## src/rtl/mem_arb_pkg.sv

```systemverilog
// Shared types for the unified memory-port arbiter.
// Imported by the arbiter top and its priority sub-block.
package mem_arb_pkg;

  typedef enum logic [1:0] {
    IDLE,
    ISSUE,
    WAIT,
    DONE
  } arb_state_t;

  typedef enum logic {
    OWN_I,
    OWN_D
  } owner_t;

  localparam logic [31:0] POISON_DEFAULT = 32'hDEAD_BEEF;

  typedef struct packed {
    logic        we;
    logic [31:0] addr;
    logic [31:0] wdata;
    logic [3:0]  be;
  } mem_cmd_t;

  function automatic mem_cmd_t fetch_cmd(
    input logic [31:0] addr
  );
    mem_cmd_t c;
    c.we    = 1'b0;
    c.addr  = addr;
    c.wdata = '0;
    c.be    = 4'hF;
    return c;
  endfunction

  // Loads always read the full word; only stores use byte enables.
  function automatic mem_cmd_t data_cmd(
    input logic        we,
    input logic [31:0] addr,
    input logic [31:0] wdata,
    input logic [3:0]  be
  );
    mem_cmd_t c;
    c.we    = we;
    c.addr  = addr;
    c.wdata = we ? wdata : '0;
    c.be    = we ? be : 4'hF;
    return c;
  endfunction

endpackage

```

## src/rtl/arb_priority.sv

```systemverilog
// Grant decision for the memory port: data first, with a
// streak counter that forces a fetch grant after MAX_STREAK.
module arb_priority
  import mem_arb_pkg::*;
#(
  parameter int MAX_STREAK = 4
) (
  input  logic   clk,
  input  logic   rst,
  input  logic   i_req,
  input  logic   d_req,
  input  logic   grant_strobe,
  output owner_t owner
);

  localparam int SW = $clog2(MAX_STREAK + 1);
  localparam logic [SW-1:0] SMAX = SW'(MAX_STREAK);

  logic [SW-1:0] streak;
  logic          fetch_turn;

  assign fetch_turn = i_req & (~d_req | (streak == SMAX));
  assign owner      = fetch_turn ? OWN_I : OWN_D;

  always_ff @(posedge clk or negedge rst) begin
    if (!rst) begin
      streak <= '0;
    end else if (grant_strobe) begin
      if (owner == OWN_D && i_req) begin
        streak <= (streak == SMAX) ? streak : streak + 1'b1;
      end else begin
        streak <= '0;
      end
    end
  end

endmodule

```

## src/rtl/mem_arbiter.sv

```systemverilog
// Shares one memory port between fetch and data requesters,
// sequencing each access through ISSUE/WAIT with a timeout.
module mem_arbiter
  import mem_arb_pkg::*;
#(
  parameter int          MAX_STREAK = 4,
  parameter int          TIMEOUT    = 64,
  parameter logic [31:0] POISON     = POISON_DEFAULT
) (
  input  logic        clk,
  input  logic        rst,
  input  logic        i_req,
  input  logic [31:0] i_addr,
  output logic        i_ack,
  output logic [31:0] i_rdata,
  input  logic        d_req,
  input  logic        d_we,
  input  logic [31:0] d_addr,
  input  logic [31:0] d_wdata,
  input  logic [3:0]  d_be,
  output logic        d_ack,
  output logic [31:0] d_rdata,
  output logic        m_req,
  output logic        m_we,
  output logic [31:0] m_addr,
  output logic [31:0] m_wdata,
  output logic [3:0]  m_be,
  input  logic        m_ready,
  input  logic        m_rvalid,
  input  logic [31:0] m_rdata,
  input  logic        m_err,
  output logic        stall,
  output logic        err
);

  localparam int TW = $clog2(TIMEOUT + 1);
  localparam logic [TW-1:0] TLAST = TW'(TIMEOUT - 1);

  arb_state_t    state;
  owner_t        own;
  owner_t        pick;
  logic [TW-1:0] timer;
  logic          grant;
  logic          expired;
  logic          got_rsp;
  logic          fin;
  logic          fin_err;
  logic [31:0]   fin_val;
  mem_cmd_t      nxt_cmd;

  assign grant   = (state == IDLE) & (i_req | d_req);
  assign expired = (timer == TLAST);
  assign got_rsp = (state == WAIT) & m_rvalid;

  assign stall = (i_req & ~i_ack) | (d_req & ~d_ack);

  arb_priority #(
    .MAX_STREAK(MAX_STREAK)
  ) u_prio (
    .clk         (clk),
    .rst         (rst),
    .i_req       (i_req),
    .d_req       (d_req),
    .grant_strobe(grant),
    .owner       (pick)
  );

  always_comb begin
    nxt_cmd = (pick == OWN_I)
            ? fetch_cmd(i_addr)
            : data_cmd(d_we, d_addr, d_wdata, d_be);
  end

  // An accepted ISSUE beats a same-cycle timeout.
  always_comb begin
    fin     = 1'b0;
    fin_err = 1'b0;
    fin_val = POISON;
    if (got_rsp) begin
      fin     = 1'b1;
      fin_err = m_err;
      if (!m_err) begin
        fin_val = m_we ? '0 : m_rdata;
      end
    end else if (expired) begin
      if ((state == ISSUE && !m_ready) || state == WAIT) begin
        fin     = 1'b1;
        fin_err = 1'b1;
      end
    end
  end

  always_ff @(posedge clk or negedge rst) begin
    if (!rst) begin
      state   <= IDLE;
      own     <= OWN_I;
      timer   <= '0;
      m_req   <= 1'b0;
      m_we    <= 1'b0;
      m_addr  <= '0;
      m_wdata <= '0;
      m_be    <= '0;
      i_ack   <= 1'b0;
      d_ack   <= 1'b0;
      i_rdata <= '0;
      d_rdata <= '0;
      err     <= 1'b0;
    end else begin
      i_ack <= 1'b0;
      d_ack <= 1'b0;
      unique case (state)
        IDLE: begin
          if (grant) begin
            own     <= pick;
            m_we    <= nxt_cmd.we;
            m_addr  <= nxt_cmd.addr;
            m_wdata <= nxt_cmd.wdata;
            m_be    <= nxt_cmd.be;
            m_req   <= 1'b1;
            timer   <= '0;
            state   <= ISSUE;
          end
        end
        ISSUE: begin
          timer <= timer + 1'b1;
          if (m_ready) begin
            m_req <= 1'b0;
            state <= WAIT;
          end
        end
        WAIT: begin
          timer <= timer + 1'b1;
        end
        DONE: begin
          state <= IDLE;
        end
        default: state <= IDLE;
      endcase
      if (fin) begin
        m_req <= 1'b0;
        state <= DONE;
        if (fin_err) begin
          err <= 1'b1;
        end
        if (own == OWN_I) begin
          i_ack   <= 1'b1;
          i_rdata <= fin_val;
        end else begin
          d_ack   <= 1'b1;
          d_rdata <= fin_val;
        end
      end
    end
  end

endmodule

```

## config.mk

```make
export PLATFORM = sky130hd
export DESIGN_NAME = mem_arbiter
export DESIGN_NICKNAME = d
export VERILOG_FILES = /design/src/rtl/mem_arb_pkg.sv /design/src/rtl/arb_priority.sv /design/src/rtl/mem_arbiter.sv
export SDC_FILE = /design/constraint.sdc
export NUM_CORES = 1
export LEC_CHECK = 0
export CAP_MARGIN = 15
export CORE_MARGIN = 2
export CORE_UTILIZATION = 43
export CTS_CLUSTER_SIZE = 20
export DETAILED_ROUTE_END_ITERATION = 7
export PLACE_DENSITY_LB_ADDON = 0.25
export SYNTH_ARGS = -nofsm -noshare
export SYNTH_HDL_FRONTEND = slang
export SYNTH_SLANG_ARGS = --single-unit
```

## constraint.sdc

```tcl
create_clock -name clk -period 2.3 [get_ports clk]
set_input_delay 0.46 -clock clk [delete_from_list [all_inputs] [get_ports clk]]
set_output_delay 0.46 -clock clk [all_outputs]
set_load 0.02 [all_outputs]
```

==> qor.log <==
[drt] drt first-iter violations 294
[floorplan] Boundary Pins 278
[power_and_ir_drop] net switching fraction of the power 36.7%
[synth] post-synthesis adder-cell area fraction 1.34%
[power_and_ir_drop] internal portion of total power 8.28 mW
[worst_setup_path] endpoint of the worst-slack reg-to-reg timing path i_rdata[31]
[power_and_ir_drop] power share of the clock group 20.2%
[sta] final worst-path setup slack 144 ps
[synth] library cell with the highest instance count after synthesis sky130_fd_sc_hd__dfrtp_1
[worst_setup_path] startpoint kind of the worst setup timing path flip-flop
[sta] setup clock skew after layout 10.1 ps
[finish] post-route cell area 10,200 um^2
[clock_tree] number of clock buffers inserted by TritonCTS 17
[drt] number of search-and-repair iterations in the first detailed-routing pass 7
[sta] Max Transition Viols Final 0
[worst_setup_path] critical path's largest stage delay 730 ps
[clock_tree] clock insertion delay at the later pin of the skew report 420 ps
[drt] mean routed wirelength per cell 18.7 um
[place] final weighted congestion of routability-driven global placement 0.847
[sta] Slew HR 48.8%
[global_route] antenna violations before repair 0
[hold_path] class of the worst hold path primary input to asynchronous set/reset pin
[power_and_ir_drop] Max rail drop VDD 0.647 mV
[drt] post-detailed-route count of antenna-violating nets 0
[place] count of buffers from port buffering 277
[synth] cell types occupying the most area after synthesis sky130_fd_sc_hd__dfrtp_1 (57%), sky130_fd_sc_hd__mux2_4 (6.6%), sky130_fd_sc_hd__mux2i_1 (4.9%)
[sta] slew at the pin with the worst max-slew slack 763 ps
[synth] yosys synthesis warning count 0
[floorplan] die outline area 16,300 um^2
[clock_tree] Max Buffers Root-to-Sink 2
[synth] Distinct cells, synth 46
[synth] syn avg cell area 12.5 um^2
[place] dpl cells 977
[sta] Final Cycle Share 93.7%
[sta] Setup-failing EPs final 0
[synth] post-synth top area share 57.3%
[worst_setup_path] maximum net fanout on the critical path 12
[finish] share of cells above drive strength 1 15.2%
[global_route] overflow left after global routing 0
[finish] number of cells in the finished layout apart from fillers 1,009
[power_and_ir_drop] P per Cell Area 1280 nW/um^2
[synth] share of synthesized registers carrying an async set or reset 100%
[drt] Vias 5,326
[synth] compound-cell area share of the yosys netlist 16.0%
[synth] multiplexer share of the synthesized area 13.4%
[floorplan] height of the die 127 um
[synth] primary flip-flop cell chosen by synthesis mapping sky130_fd_sc_hd__dfrtp_1
[clock_tree] TritonCTS clock tree done
[worst_setup_path] WP depth 5
[synth] Mapped Area 6560 um^2
[sta] final worst hold slack 3.61 ps
[synth] combinational family with the most area after synthesis compound AO/OA/AOI/OAI gates
[status] status finished, final reports clean
[worst_setup_path] Critical Path AT 2500 ps
[place] Placed Instance Area 9630 um^2
[floorplan] row count 45
[floorplan] area of the placeable core 15,000 um^2
[worst_setup_path] standard cell with the maximum stage delay on the critical path sky130_fd_sc_hd__nor4_4
[drt] routed wire length 18.9 mm
[worst_setup_path] crit end category flip-flop
[finish] multi-input combinational cell area 2540 um^2
[power_and_ir_drop] logic gate share of total power 46.4%
[worst_setup_path] critical path cell sequence ha_1, nand3_4, or2_1, nor4_4, o32a_2
[synth] Seq/Total Area, Yosys 57.3%
[synth] fraction of the mapped netlist area in simple logic gates 6.68%
[synth] number of nets in the synthesized netlist 672
[sta] final number of hold-violating endpoints 0
[run] total of max-cap violations 0
[synth] xor/xnor share of the synthesized area 0.534%
[worst_setup_path] number of cell instances on the worst register-to-register path 5
[sta] highest clock frequency the design can meet 0.464 GHz
[clock_tree] CTS sink cnt 150
[clock_tree] quantity of hold-fixing buffers added after cts 0
[power_and_ir_drop] leakage 4.54 nW
[global_route] pin count of the biggest net entering global routing 80
[synth] Post-synth EDFFs 0
[finish] Layout Area Growth over Synthesis 55.9%
[clock_tree] H-Tree Depth 4
[floorplan] starting density of the core 43.6%
[global_route] via count of the first global-routing pass 5,596
[sta] setup TNS after final layout 0 ps
[finish] sequential cell area 3750 um^2
[finish] count of fill cells added during filler insertion 1,103
[power_and_ir_drop] total power draw 13.1 mW
[place] Place WS -114 ps
[place] Detailed Place HPWL 13.9 mm
[finish] core occupancy in the finished layout 68.0%
[sta] fin crit period 2160 ps
[worst_setup_path] Crit Path Class flip-flop to flip-flop
[drt] vias per cell 5.28
[power_and_ir_drop] switching power summed over all nets 4.80 mW
[worst_setup_path] Buf+Inv Stages, Crit Path 0
[floorplan] Die Wd 127 um
[worst_setup_path] kind of cell adding the most delay to the critical path simple AND/OR/NAND/NOR gates
[synth] cell count after synthesis 525
[sta] setup repair after global routing missed its margin no
[synth] leading cell types by count after synthesis sky130_fd_sc_hd__dfrtp_1 (150), sky130_fd_sc_hd__o21ai_0 (60), sky130_fd_sc_hd__nand2_1 (45), sky130_fd_sc_hd__a22o_1 (33), sky130_fd_sc_hd__inv_1 (33)
[power_and_ir_drop] proportion of power drawn by flip-flops and latches 33.5%
[global_route] global-route wire length before repair 29.7 mm
[finish] Nets 956
[synth] FF+latch count, synth 150
[clock_tree] clock-pin slew on the worst setup and hold paths 60 ps
[worst_setup_path] launch instance of the worst register-to-register path timer[0]
[drt] drt drc 0
[clock_tree] Clk Tree Root Cell sky130_fd_sc_hd__clkbuf_16
[finish] number of antenna cells inserted 0
[worst_setup_path] critical path data required time 2650 ps
[synth] Synth area leader sky130_fd_sc_hd__dfrtp_1
[worst_setup_path] register-to-register setup slack 140 ps
[global_route] GRT Resource Usage Total 23.6%
cells by family after synthesis:
kind of cell	after synthesis
flip-flops	150
AND/OR/NAND/NOR	85
AO/OA/AOI/OAI	139
adder cells (fa/ha/maj)	7
multiplexers	72
XOR/XNOR	4
buffers and inverters	68
metal layers:
metal | part of all wire, % | routed length [um] | up-vias | global-route usage, %
met5 | 0 | 0 | - | 0
met4 | 2.9 | 543 | 0 | 9.76
met3 | 8.4 | 1590 | 35 | 7.71
met2 | 50 | 9450 | 246 | 40.1
met1 | 39 | 7290 | 2597 | 27.7
li1 | - | - | 2448 | -
power by group through the flow:
| stage | Sequential [mW] | Clock (mW) | Combinational, mW |
|---|---|---|---|
| final | 4.38 | 2.64 | 6.07 |
| after global routing | 4.50 | 2.80 | 6.46 |
| after CTS | 4.37 | 2.67 | 6.11 |
| after detailed placement | 4.38 | 0 | 6.08 |
| after global placement | 4.35 | 0 | 5.93 |
| after floorplan | 5.44 | 0 | 2.06 |
registers in the layout, summed over array words and instances, names as in the netlist:
name	cells
d_rdata	32
i_rdata	32
m_addr	32
m_wdata	32
timer	7
m_be	4
u_prio.streak	3
state	2
d_ack	1
err	1
i_ack	1
m_req	1
m_we	1
own	1
worst max path at each step:
| stage | start | end |
|---|---|---|
| after floorplan | state[0] | i_rdata[14] |
| after global placement | m_ready | i_rdata[16] |
| after detailed placement | m_ready | i_rdata[11] |
| after CTS | state[0] | i_rdata[13] |
| after global routing | timer[0] | i_rdata[13] |
| final | timer[0] | i_rdata[31] |
cell type report:
| type | instances | share of cell area (%) |
|---|---|---|
| Tap cell | 188 | 2.30 |
| Sequential cell | 150 | 36.7 |
| Clock inverter | 12 | 1.03 |
| Multi-Input combinational cell | 308 | 24.8 |
| Timing Repair Buffer | 299 | 29.5 |
| Clock buffer | 19 | 4.43 |
| Inverter | 33 | 1.21 |
cell usage in the layout (no fill, tap or decap), types with 5 or more instances in the layout:
master                            count
sky130_fd_sc_hd__o21ai_0             60
sky130_fd_sc_hd__buf_12               6
sky130_fd_sc_hd__nand2_1             45
sky130_fd_sc_hd__mux2_4              29
sky130_fd_sc_hd__buf_4               16
sky130_fd_sc_hd__mux2i_1             32
sky130_fd_sc_hd__nor2_1              10
sky130_fd_sc_hd__ha_1                 7
sky130_fd_sc_hd__mux2_2              11
sky130_fd_sc_hd__clkbuf_16           17
sky130_fd_sc_hd__clkdlybuf4s50_1    275
sky130_fd_sc_hd__inv_1               33
sky130_fd_sc_hd__o32a_2              20
sky130_fd_sc_hd__clkinvlp_4           5
sky130_fd_sc_hd__dfrtp_1            150
sky130_fd_sc_hd__a22o_1              33
sky130_fd_sc_hd__and2_1               9
repair_timing:
action                                  4_1_cts  5_1_grt
endpoints found under the setup margin       24       28
cloned                                        1        0
resized for setup                             1        3
setup buffers                                 0        0
pin swaps                                     1        0
No activity file was read; power rests on OpenSTA's default activity.
